`config.mk`:
```
export PLATFORM = sky130hd
export DESIGN_NAME = bin2bcd_seq
export DESIGN_NICKNAME = d
export VERILOG_FILES = /design/src/rtl/bin2bcd_pkg.sv /design/src/rtl/bcd_dabble_cell.sv /design/src/rtl/bin2bcd_seq.sv
export SDC_FILE = /design/constraint.sdc
export NUM_CORES = 1
export LEC_CHECK = 0
export BUFFER_PORTS_ARGS = -buffer_cell sky130_fd_sc_hd__buf_2
export CAP_MARGIN = 10
export CORE_AREA = 5 5 86 127
export CTS_BUF_LIST = sky130_fd_sc_hd__clkbuf_8
export CTS_CLUSTER_SIZE = 24
export DETAILED_ROUTE_END_ITERATION = 7
export DIE_AREA = 0 0 91 132
export PLACE_DENSITY_LB_ADDON = 0.08
export SETUP_SLACK_MARGIN = 0.15
export SLEW_MARGIN = 20
export SYNTH_ARGS = -nofsm -noshare
export SYNTH_HDL_FRONTEND = slang
export SYNTH_SLANG_ARGS = --single-unit
export TNS_END_PERCENT = 100
```
`constraint.sdc`:
```
create_clock -name clk -period 1.8 [get_ports clk]
set_input_delay 0.09 -clock clk [delete_from_list [all_inputs] [get_ports clk]]
set_output_delay 0.09 -clock clk [all_outputs]
set_load 0.03 [all_outputs]
```
`src/rtl/bin2bcd_pkg.sv`:
```
// rtl/bin2bcd_pkg.sv - shared types and sizing helpers for the sequential binary-to-BCD converter
package bin2bcd_pkg;

  typedef enum logic [1:0] {IDLE, CONV, HOLD} state_t;

  localparam int BCD_DIGIT_W = 4;

  // ceil(w * log10(2)) with log10(2) approximated as 0.30103
  function automatic int min_digits(input int w);
    return (w * 30103 + 99999) / 100000;
  endfunction

  function automatic int cnt_width(input int w);
    return $clog2(w + 1);
  endfunction

endpackage

```
`src/rtl/bcd_dabble_cell.sv`:
```
// rtl/bcd_dabble_cell.sv - one BCD digit of the shift-and-add-3 chain
module bcd_dabble_cell (
  input  logic [3:0] digit_i,
  output logic [3:0] digit_o
);

  assign digit_o = (digit_i >= 4'd5) ? digit_i + 4'd3 : digit_i;

endmodule

```
`src/rtl/bin2bcd_seq.sv`:
```
// rtl/bin2bcd_seq.sv - double-dabble converter, one bit per clock; BIN2BCD_BLANK_EN adds blank_o
module bin2bcd_seq
  import bin2bcd_pkg::*;
#(
  parameter int W      = 18,
  parameter int ND     = 6,
  parameter int SIGNED = 1
) (
  input  logic                      clk,
  input  logic                      rst,
  input  logic                      in_valid,
  output logic                      in_ready,
  input  logic [W-1:0]              bin_i,
  output logic                      out_valid,
  input  logic                      out_ready,
  output logic [BCD_DIGIT_W*ND-1:0] bcd_o,
  output logic                      neg_o,
  output logic                      ovf_o,
  output logic                      busy_o
`ifdef BIN2BCD_BLANK_EN
  ,
  output logic [ND-1:0]             blank_o
`endif
);

  localparam int DW = BCD_DIGIT_W * ND;
  localparam int CW = cnt_width(W);

  if (ND < 1) begin : g_nd_chk
    $error("bin2bcd_seq: ND must be at least 1");
  end

  state_t          r_state;
  state_t          w_next;
  logic [W-1:0]    r_mag;
  logic [DW-1:0]   r_dig;
  logic            r_neg_cap;
  logic            r_ovf_cap;
  logic [CW-1:0]   r_cnt;
  logic [DW-1:0]   r_bcd;
  logic            r_neg;
  logic            r_ovf;

  logic [DW-1:0]   w_adj;
  logic [DW-1:0]   w_dig_nxt;
  logic            w_carry;
  logic            w_last;
  logic            w_accept;
  logic            w_neg_in;
  logic [W-1:0]    w_mag_in;

  for (genvar g = 0; g < ND; g++) begin : g_cell
    bcd_dabble_cell u_cell (
      .digit_i (r_dig[g*BCD_DIGIT_W +: BCD_DIGIT_W]),
      .digit_o (w_adj[g*BCD_DIGIT_W +: BCD_DIGIT_W])
    );
  end

  // The bit leaving the top digit is lost from the window, so it marks overflow
  assign w_carry   = w_adj[DW-1];
  assign w_dig_nxt = {w_adj[DW-2:0], r_mag[W-1]};
  assign w_last    = (r_cnt == CW'(W - 1));
  assign w_accept  = (r_state == IDLE) && in_valid;
  assign w_neg_in  = (SIGNED != 0) && bin_i[W-1];
  assign w_mag_in  = w_neg_in ? W'(~bin_i + W'(1)) : bin_i;

  always_ff @(posedge clk) begin
    if (rst) r_state <= IDLE;
    else     r_state <= w_next;
  end

  always_comb begin
    w_next = r_state;
    case (r_state)
      IDLE:    if (in_valid) w_next = CONV;
      CONV:    if (w_last) w_next = HOLD;
      HOLD:    if (out_ready) w_next = IDLE;
      default: w_next = IDLE;
    endcase
  end

  always_comb begin
    in_ready  = (r_state == IDLE);
    out_valid = (r_state == HOLD);
    busy_o    = (r_state == CONV);
  end

  always_ff @(posedge clk) begin
    if (rst) begin
      r_mag     <= '0;
      r_dig     <= '0;
      r_neg_cap <= 1'b0;
      r_ovf_cap <= 1'b0;
      r_cnt     <= '0;
      r_bcd     <= '0;
      r_neg     <= 1'b0;
      r_ovf     <= 1'b0;
    end else if (w_accept) begin
      r_mag     <= w_mag_in;
      r_dig     <= '0;
      r_neg_cap <= w_neg_in;
      r_ovf_cap <= 1'b0;
      r_cnt     <= '0;
    end else if (r_state == CONV) begin
      r_mag     <= {r_mag[W-2:0], 1'b0};
      r_dig     <= w_dig_nxt;
      r_ovf_cap <= r_ovf_cap | w_carry;
      r_cnt     <= r_cnt + CW'(1);
      if (w_last) begin
        r_bcd <= w_dig_nxt;
        r_neg <= r_neg_cap;
        r_ovf <= r_ovf_cap | w_carry;
      end
    end
  end

  assign bcd_o = r_bcd;
  assign neg_o = r_neg;
  assign ovf_o = r_ovf;

`ifdef BIN2BCD_BLANK_EN
  logic [ND-1:0] w_blank_nxt;
  logic [ND-1:0] r_blank;

  // Bit 0 never blanks so a zero result still shows one digit
  always_comb begin
    logic v_zero;
    v_zero      = 1'b1;
    w_blank_nxt = '0;
    for (int i = ND - 1; i >= 1; i--) begin
      v_zero         = v_zero && (w_dig_nxt[i*BCD_DIGIT_W +: BCD_DIGIT_W] == '0);
      w_blank_nxt[i] = v_zero;
    end
  end

  always_ff @(posedge clk) begin
    if (rst)                                  r_blank <= '0;
    else if ((r_state == CONV) && w_last)     r_blank <= w_blank_nxt;
  end

  assign blank_o = r_blank;
`endif

endmodule

```
**Word-level counts from Yosys, hierarchy flattened**

Index checks and enable logic that the tools add are counted.

- Add/sub/neg operators: 8
- Order comparisons: 6
- Equality and inequality tests: 6
- Muxes and demuxes: 13
- Bitwise logic cells: 3
- Reductions and logical operators: 6

Operators by type and width:

| kind | number |
|---|---|
| $mux W18 | 3 |
| $add A4 B2 Y4 const B | 6 |
| $ge A4 B3 Y1 const B | 6 |
| $mux W4 | 6 |
| $add A18 B1 Y18 const B | 1 |
| $not A18 Y18 | 1 |
| $mux W2 | 3 |
| $pmux W2 S3 | 1 |
| $reduce_and A3 Y1 | 2 |
| $add A5 B1 Y5 const B | 1 |
| $eq A5 B5 Y1 const B | 1 |
| $ne A2 B1 Y1 const B | 2 |
| $eq A2 B1 Y1 const B | 1 |
| $eq A2 B2 Y1 const B | 1 |
| $logic_not A2 Y1 | 1 |
| $ne A2 B2 Y1 const B | 1 |
| $reduce_bool A2 Y1 | 1 |
| $reduce_or A2 Y1 | 1 |
| $logic_and A1 B1 Y1 | 1 |
| $not A1 Y1 | 1 |
| $or A1 B1 Y1 | 1 |

- Flip-flop bits (word level): 77
- Input port bits: 22
- Output and inout port bits: 29
- Logic and storage cells: 51

**Longest topological paths before layout**

Gate-level depths: netlist of the first run.

- Depth in word-level cells: 4
- Gate-level depth with buffers: 8

**By module**

Synthesis of the first run repeated with hierarchy kept, for this count alone.

- Cell total of the unflattened synthesis: 489
- Area, all modules: 3763.6 um2

By module, submodules not included:

| module | instances | cells an instance | area an instance (um2) | seq. area each (um2) |
|---|---|---|---|---|
| bin2bcd_seq | 1 | 393 | 3155.5 | 1541.5 |
| bcd_dabble_cell | 6 | 16 | 101.3 | 0.0 |

**Worst setup path after synthesis of the first run**

Ideal clock, no wire load.

- Path type: reg2reg
- From: register r_cnt[0]
- To: register r_bcd[10] (netlist: bcd_o[10])
- Library setup time: 0.070 ns
- Arrival time: 1.807 ns
- Required time: 1.730 ns
- Setup slack: -0.078 ns
- Cell stages (with the launch flop): 8
- Buffers on the path: 2
- Period minus slack after synthesis: 1.878 ns
- Path through: dfxtp_1 ha_1 nor4bb_1 nor2b_1 clkbuf_1 clkbuf_1 nand2_1 a21oi_1

- Word-level cells in the longest chain between the ends: 2

Ends and longest elaborated chain:

| item | line | text |
|---|---|---|
| start: declaration | bin2bcd_seq.sv:39 | `logic [CW-1:0] r_cnt;` |
| start signal: assignment | bin2bcd_seq.sv:108 | `r_cnt <= r_cnt + CW'(1);` |
| $eq A5 B5 Y1 | bin2bcd_seq.sv:62 | `assign w_last = (r_cnt == CW'(W - 1));` |
| $reduce_and A3 Y1 (no line) | n/a |  |
| end signal: assignment | bin2bcd_seq.sv:110 | `r_bcd <= w_dig_nxt;` |
| end: declaration | bin2bcd_seq.sv:40 | `logic [DW-1:0] r_bcd;` |

Every way passes these cells.
A chain may end at the register's enable or synchronous reset.

**Final worst setup path of the first run**

- From: input port bin_i[0]
- To: register r_mag[14]

- Word-level cells in the longest chain between the ends: 4

Ends and longest elaborated chain:

| item | line | text |
|---|---|---|
| start: declaration | bin2bcd_seq.sv:13 | `input logic [W-1:0] bin_i,` |
| $not A18 Y18 | bin2bcd_seq.sv:65 | `assign w_mag_in = w_neg_in ? W'(~bin_i + W'(1)) : bin_i;` |
| $add A18 B1 Y18 | bin2bcd_seq.sv:65 |  |
| $mux W18 | bin2bcd_seq.sv:65 |  |
| $mux W18 | bin2bcd_seq.sv:98 | `end else if (w_accept) begin` |
| end signal: assignment | bin2bcd_seq.sv:99 | `r_mag <= w_mag_in;` |
| end signal: assignment | bin2bcd_seq.sv:105 | `r_mag <= {r_mag[W-2:0], 1'b0};` |
| end: declaration | bin2bcd_seq.sv:35 | `logic [W-1:0] r_mag;` |

Every way passes these cells.

==> results of run 1 <==
[stage by stage]
| step | instances | TNS (ns) | area [um2] |
|---|---|---|---|
| after floorplan | 464 | 0 | 3810 |
| after global placement | 629 | -0.518 | 4330 |
| after detailed placement | 629 | -0.678 | 4330 |
| after CTS | 647 | 0 | 4600 |
| after global routing | 653 | 0 | 4790 |
| final | 653 | 0 | 4790 |
[layout make-up]
class	count	area [um2]	share of cell area, %
multi-input combinational	343	2190	45.6
timing repair buffer	86	598	12.5
tap	115	144	3.00
clock buffer	13	179	3.73
inverter	16	71.3	1.49
sequential	77	1550	32.3
clock inverter	3	65.1	1.36
[registers in the layout, summed over array words and instances, names as in the netlist]
| name | cells |
|---|---|
| bcd_o | 24 |
| neg_o | 1 |
| ovf_o | 1 |
| r_cnt | 5 |
| r_dig | 24 |
| r_mag | 18 |
| r_neg_cap | 1 |
| r_ovf_cap | 1 |
| r_state | 2 |
[logic make-up (layout without fill, tap and decap cells)]
logic type	count (synthesis)	in the layout	share of synthesized area, %
and+or+nand+nor	169	169	20.8
AOI/OAI and AO/OA	125	125	20.5
DFF	77	77	41.0
buffers and inverters	44	118	4.42
xor gates and xnor gates	24	24	5.59
adders and majority gates	15	15	4.99
muxes	10	10	2.66
[layer usage]
metal | track usage (%) | vias to the layer above | part of all wire (%)
met4 | 5.63 | 0 | 1.6
met3 | 3.14 | 12 | 3.9
met2 | 26.8 | 58 | 52
met1 | 17.8 | 1596 | 43
met5 | 0 | - | 0
li1 | - | 1757 | -
[worst reg2reg max path: stages, from the launching register on]
cell and delay [ns]:
dfxtp_2 0.34, inv_1 0.05, ha_1 0.13, nor4bb_4 0.22
nor2b_4 0.33, buf_4 0.16, buf_6 0.13, a211oi_1 0.08
[path summary, 6_finish.rpt]
kind                            startpoint   endpoint  cells after the start
worst max-delay path              bin_i[0]  r_mag[14]                      8
worst min-delay path             bin_i[14]  r_mag[14]                      3
worst max register to register    r_cnt[1]   bcd_o[8]                      7
worst min register to register    bcd_o[9]   bcd_o[9]                      2
[placed cells by master (no fill, tap or decap), drive strengths merged, types with 2 or more instances in the layout]
master	count
a2111oi	2
a211oi	20
a21oi	59
a221oi	2
a22oi	4
a311oi	4
buf	83
bufinv	2
clkbuf	15
dfxtp	77
ha	15
inv	15
mux2i	10
nand2	73
nand2b	11
nand3	7
nand4	2
nor2	46
nor2b	2
nor3	3
nor3b	13
o21ai	17
o22ai	4
o31ai	8
o41ai	2
or2	3
or3	3
or4	3
xnor2	13
xor2	11
[repair_timing]
item | in CTS | in global routing
gates resized for setup | 1 | 32
setup buffers | 1 | 3
endpoints found under the hold margin | 1 | 0
hold buffers | 1 | 0
pin swaps | 0 | 14
endpoints found under the setup margin | 1 | 45
gates cloned | 0 | 3
[power by group through the flow]
| stage | registers, W | logic (W) | clock network [W] |
|---|---|---|---|
| floorplan | 0.00182 | 0.000257 | 0 |
| global placement | 0.00182 | 0.000395 | 0 |
| global route | 0.00179 | 0.000472 | 0.00167 |
| CTS | 0.00178 | 0.000408 | 0.00160 |
| finish | 0.00179 | 0.000420 | 0.00155 |
| detailed placement | 0.00182 | 0.000401 | 0 |
==> results.toml, run 1 <==
[yosys]
synthFlopType = "dfxtp_1"
netlist_instances = 464
synth_common_cells = "dfxtp_1 (77), nand2_1 (73), a21oi_1 (59)"
ys_types = 39
synth_area_per_cell_um2 = 8.11
yosys.cell_count.top_type = "dfxtp_1"
syn_nets = 501
syn_area_um2 = 3760
yosysWarnings = 0
seq_area_frac_synth_pct = 41.0
synth.largest_area_cell = "dfxtp_1"
synth-edff-count = 0
synth-seq-cells = 77
ys_top_cells_by_area = "dfxtp_1 (41%), a21oi_1 (7.9%), nand2_1 (7.3%), ha_1 (5.0%), nor2_1 (4.6%)"
synth_top_area_share_pct = 41.0
async_reset_ff_share_pct = 0

[power_and_ir_drop]
power_frac_clock_pct = 41.2
total_power_w = 0.00375
swShare_pct = 23.7
p_per_area_nw_per_um2 = 783
pwr-share-seq_pct = 47.6
ir_worst_vdd_uv = 460
p_int_w = 0.00286
power.leakage_nw = 1.81
combPwrFrac_pct = 11.2
p_sw_w = 0.000891

[cells_and_area]
final_util_pct = 49.7
drive_above_1_share_pct = 26.6
nets = 570
syn_to_final_growth_pct = 27.4
nFillCells = 967
diodes = 0

[grt]
antenna_found_initial = 0
grt_remaining_overflow = 0
grt_pass1_wl_um = 15400
grtUsageTotal_pct = 15.2
grt_max_degree = 38
grt_pass1_vias = 3358

[floorplanning]
start_util_pct = 39.0
rows = 44
die-area_um2 = 12000
die_height_um = 132
coreArea_um2 = 9630
die_w_um = 91
io_pins = 51

[route]
drt_wl_total_um = 9230
num_vias = 3423
drt-initial-drc-count = 161
vias_per_cell = 5.24
postRouteAntennaNets = 0
drc = 0
detail_route.wl_per_cell_um = 14.1
dr.pass1.iters = 4

[critical_path]
max_stage_delay_ns = 0.49
critical_path_class = "in -> reg"
r2r_slack_ns = 0.23
crit_buf_inv = 2
path_cells = "buf_2 > inv_6 > ha_4 > or4b_4 > or4_4 > o31ai_2 > xor2_1 > o22ai_1"
critPathSlowestCell = "or4b_4"
start_kind = "input port"
crit_family = "simple AND/OR/NAND/NOR gates"
critPathMaxFanout = 5
crit_arrival_ns = 1.81
critPathRequiredTime_ns = 2.02
cp-end-kind = "flip-flop"

[timing]
fin_crit_ns = 1.58
setup_ws_ns = 0.215
fin_crit_sh_pct = 88.0
finalHoldViolCount = 0
fmax_ghz = 0.631
whs_ns = 0.0405
rsz0062_at_grt = "true"
slew_headroom_pct = 70.8
setup_viol = 0
tightest_slew_ns = 0.437
worst_clock_skew_ns = 0.00587
drv_slew = 0

[clocking]
cts_max_path_buffers = 2
htreeDepth = 3
cts_tree = "yes"
clk_pin_slew_ns = 0.07
clkLatencyLatePin_ns = 0.34
cts.sinks = 77
cts_made_buffers = 9
cts_root_buf = "clkbuf_8"

[worst_hold_path]
holdCritPathClass = "in -> reg"

[placement]
preCtsSetupSlack_ns = -0.152
dp_hpwl_um = 6330
gp_congestion = 0.791
io_buffers = 50

[job]
maxCapViolations = 0

[outcome]
status = "completed"
(Power assumes the default switching activity.)
==> run 2: changes to the inputs <==
--- a/config.mk
+++ b/config.mk
@@ -5,13 +5,14 @@
 export SDC_FILE = /design/constraint.sdc
 export NUM_CORES = 1
 export LEC_CHECK = 0
+export ABC_AREA = 1
 export BUFFER_PORTS_ARGS = -buffer_cell sky130_fd_sc_hd__buf_2
 export CAP_MARGIN = 10
-export CORE_AREA = 5 5 86 127
+export CORE_AREA = 4 4 89 132
 export CTS_BUF_LIST = sky130_fd_sc_hd__clkbuf_8
 export CTS_CLUSTER_SIZE = 24
 export DETAILED_ROUTE_END_ITERATION = 7
-export DIE_AREA = 0 0 91 132
+export DIE_AREA = 0 0 93 136
 export PLACE_DENSITY_LB_ADDON = 0.08
 export SETUP_SLACK_MARGIN = 0.15
 export SLEW_MARGIN = 20
==> run 2 against run 1 <==
Via count rose by 8.5%. Worst hold slack better by 0.035 ns. Cell area down 1.1%. Final cell count grew 20%. Worst setup slack improved by 0.031 ns. Highest routed layer unchanged.
==> results.toml, run 2 <==
[outcome]
status = "completed"

[clocking]
cts_max_path_buffers = 2
cts_tree = "yes"
clkLatencyLatePin_ns = 0.35
cts_setup_buffers = 0
htreeDepth = 3
cts_made_buffers = 9
cts.sinks = 77
clk_pin_slew_ns = 0.07
cts_root_buf = "clkbuf_8"

[yosys]
yosysWarnings = 0
synth_top_family_by_area = "simple AND/OR/NAND/NOR gates"
synth-seq-cells = 77
synth.largest_area_cell = "dfxtp_1"
syn_nets = 624
synthMuxAreaShare_pct = 0
netlist_instances = 587
synth-xor-area-share_pct = 3.16
synth_compound_area_share_pct = 20.1
synth_common_cells = "nand2_1 (122), dfxtp_1 (77), inv_1 (77)"
yosys.cell_count.top_type = "nand2_1"
ys_types = 34
syn_area_um2 = 4150
synth_top_area_share_pct = 37.1
synthAdderAreaFrac_pct = 4.52
synth_area_per_cell_um2 = 7.07
synthFlopType = "dfxtp_1"
async_reset_ff_share_pct = 0
synth-edff-count = 0
synthSimpleGateAreaFrac_pct = 23.1
seq_area_frac_synth_pct = 37.1
ys_top_cells_by_area = "dfxtp_1 (37%), nand2_1 (11%), inv_1 (7.0%), a21oi_1 (6.9%), nor2_1 (6.3%)"

[critical_path]
reg2reg_depth = 8
cp-endpoint = "busy_o"
r2r_slack_ns = 0.27
r2r_start = "r_dig[16]"
startpoint = "r_state[0]"
cp-end-kind = "primary output"
critPathRequiredTime_ns = 1.71
critical_path_class = "reg -> out"
crit_arrival_ns = 1.46
start_kind = "flip-flop"
rr_endpoint = "bcd_o[17]"
critPathMaxFanout = 19

[route]
drt-initial-drc-count = 110
drc = 0
detail_route.wl_per_cell_um = 12.2
num_vias = 3715
dr.pass1.iters = 4
drt_wl_total_um = 9570
vias_per_cell = 4.73
postRouteAntennaNets = 0

[timing]
worst_clock_skew_ns = 0.00412
fin_crit_sh_pct = 86.3
slew_headroom_pct = 72.0
whs_ns = 0.0754
fmax_ghz = 0.644
finalHoldViolCount = 0
fin_crit_ns = 1.55
setup_viol = 0
tightest_slew_ns = 0.417
rsz0062_at_grt = "true"
drv_slew = 0
fin_tns_setup_ns = 0

[placement]
io_buffers = 50
place_area_um2 = 4520
dp.cells = 768
dp_hpwl_um = 7070
gp_congestion = 0.780

[power_and_ir_drop]
ir_worst_vdd_uv = 316
p_per_area_nw_per_um2 = 755
power.leakage_nw = 2.30

[grt]
grt_pass1_vias = 3513
grt_pass1_wl_um = 16400
grt_remaining_overflow = 0
grtUsageTotal_pct = 16.2
antenna_found_initial = 0
grt_max_degree = 29

[worst_hold_path]
holdCritPathClass = "in -> reg"

[floorplanning]
die-area_um2 = 12600
start_util_pct = 39.2
die_w_um = 93
io_pins = 51
rows = 46
coreArea_um2 = 10600
die_height_um = 136

[cells_and_area]
final_cell_mix = "nand2_1 (121), inv_1 (81), dfxtp_1 (74), nor2_1 (70), a21oi_1 (57)"
nFillCells = 1156
fin_cells = 786
stdcell_area_um2 = 4740
diodes = 0
drive_above_1_share_pct = 15.6
final_util_pct = 44.8
nets = 674
syn_to_final_growth_pct = 14.2
final_common_cell = "nand2_1"

[job]
maxCapViolations = 0
==> run 2: power by group <==
group | total, W | switching, W | internal [W]
Combinational | 0.000594 | 0.000380 | 0.000214
Clock | 0.00116 | 0.000607 | 0.000555
Sequential | 0.00183 | 0.0000493 | 0.00178
Total | 0.00358 | 0.00104 | 0.00254
==> run 2: cells by family (layout without fill, tap and decap cells) <==
group | after synthesis | in the layout
xor gates and xnor gates | 15 | 15
AOI/OAI and AO/OA | 148 | 148
DFF | 77 | 77
adders and majority gates | 15 | 15
and+or+nand+nor | 225 | 225
buffers and inverters | 107 | 162
==> run 2: stage by stage <==
| stage | worst slack (ns) | total power (W) |
|---|---|---|
| floorplan | 0.305 | 0.00229 |
| global placement | 0.189 | 0.00244 |
| detailed placement | 0.0916 | 0.00245 |
| CTS | 0.183 | 0.00362 |
| global route | 0.127 | 0.00379 |
| finish | 0.246 | 0.00358 |
==> run 2: worst min path at each step <==
stage          startpoint    endpoint  cells after the start
4_1_cts          bin_i[8]    r_mag[8]                      4
3_5_place_dp    out_ready  r_state[1]                      4
3_3_place_gp    out_ready  r_state[1]                      4
5_1_grt          bin_i[8]    r_mag[8]                      4
6_report         bin_i[8]    r_mag[8]                      4
2_1_floorplan         rst    r_mag[0]                      1
==> run 2: layer usage <==
metal	wire length [um]	track usage [%]	vias up
li1	-	-	1971
met1	4170	18.8	1666
met2	4810	29.1	64
met3	355	2.66	14
met4	229	6.68	0
met5	0	0	-
==> run 2: worst max-delay path, cell delays in order (launching register included) <==
cell and delay (ns):
dfxtp_1 0.38, inv_2 0.08, nor2_8 0.19, buf_8 0.23, buf_2 0.23
==> run 2: final cells by class <==
cell class / count / area [um2] / area share, %
Multi-Input combinational cell: 403 / 2130 / 45.0
Inverter: 82 / 318 / 6.70
Tap cell: 144 / 180 / 3.80
Clock buffer: 11 / 151 / 3.19
Clock inverter: 5 / 20.0 / 0.422
Timing Repair Buffer: 64 / 393 / 8.29
Sequential cell: 77 / 1550 / 32.6
==> run 2: timing repair <==
item	4_1_cts	5_1_grt
hold buffers	2	0
setup endpoints to repair	4	19
endpoints found under the hold margin	2	0
pin swaps	0	5
gates resized for setup	3	13
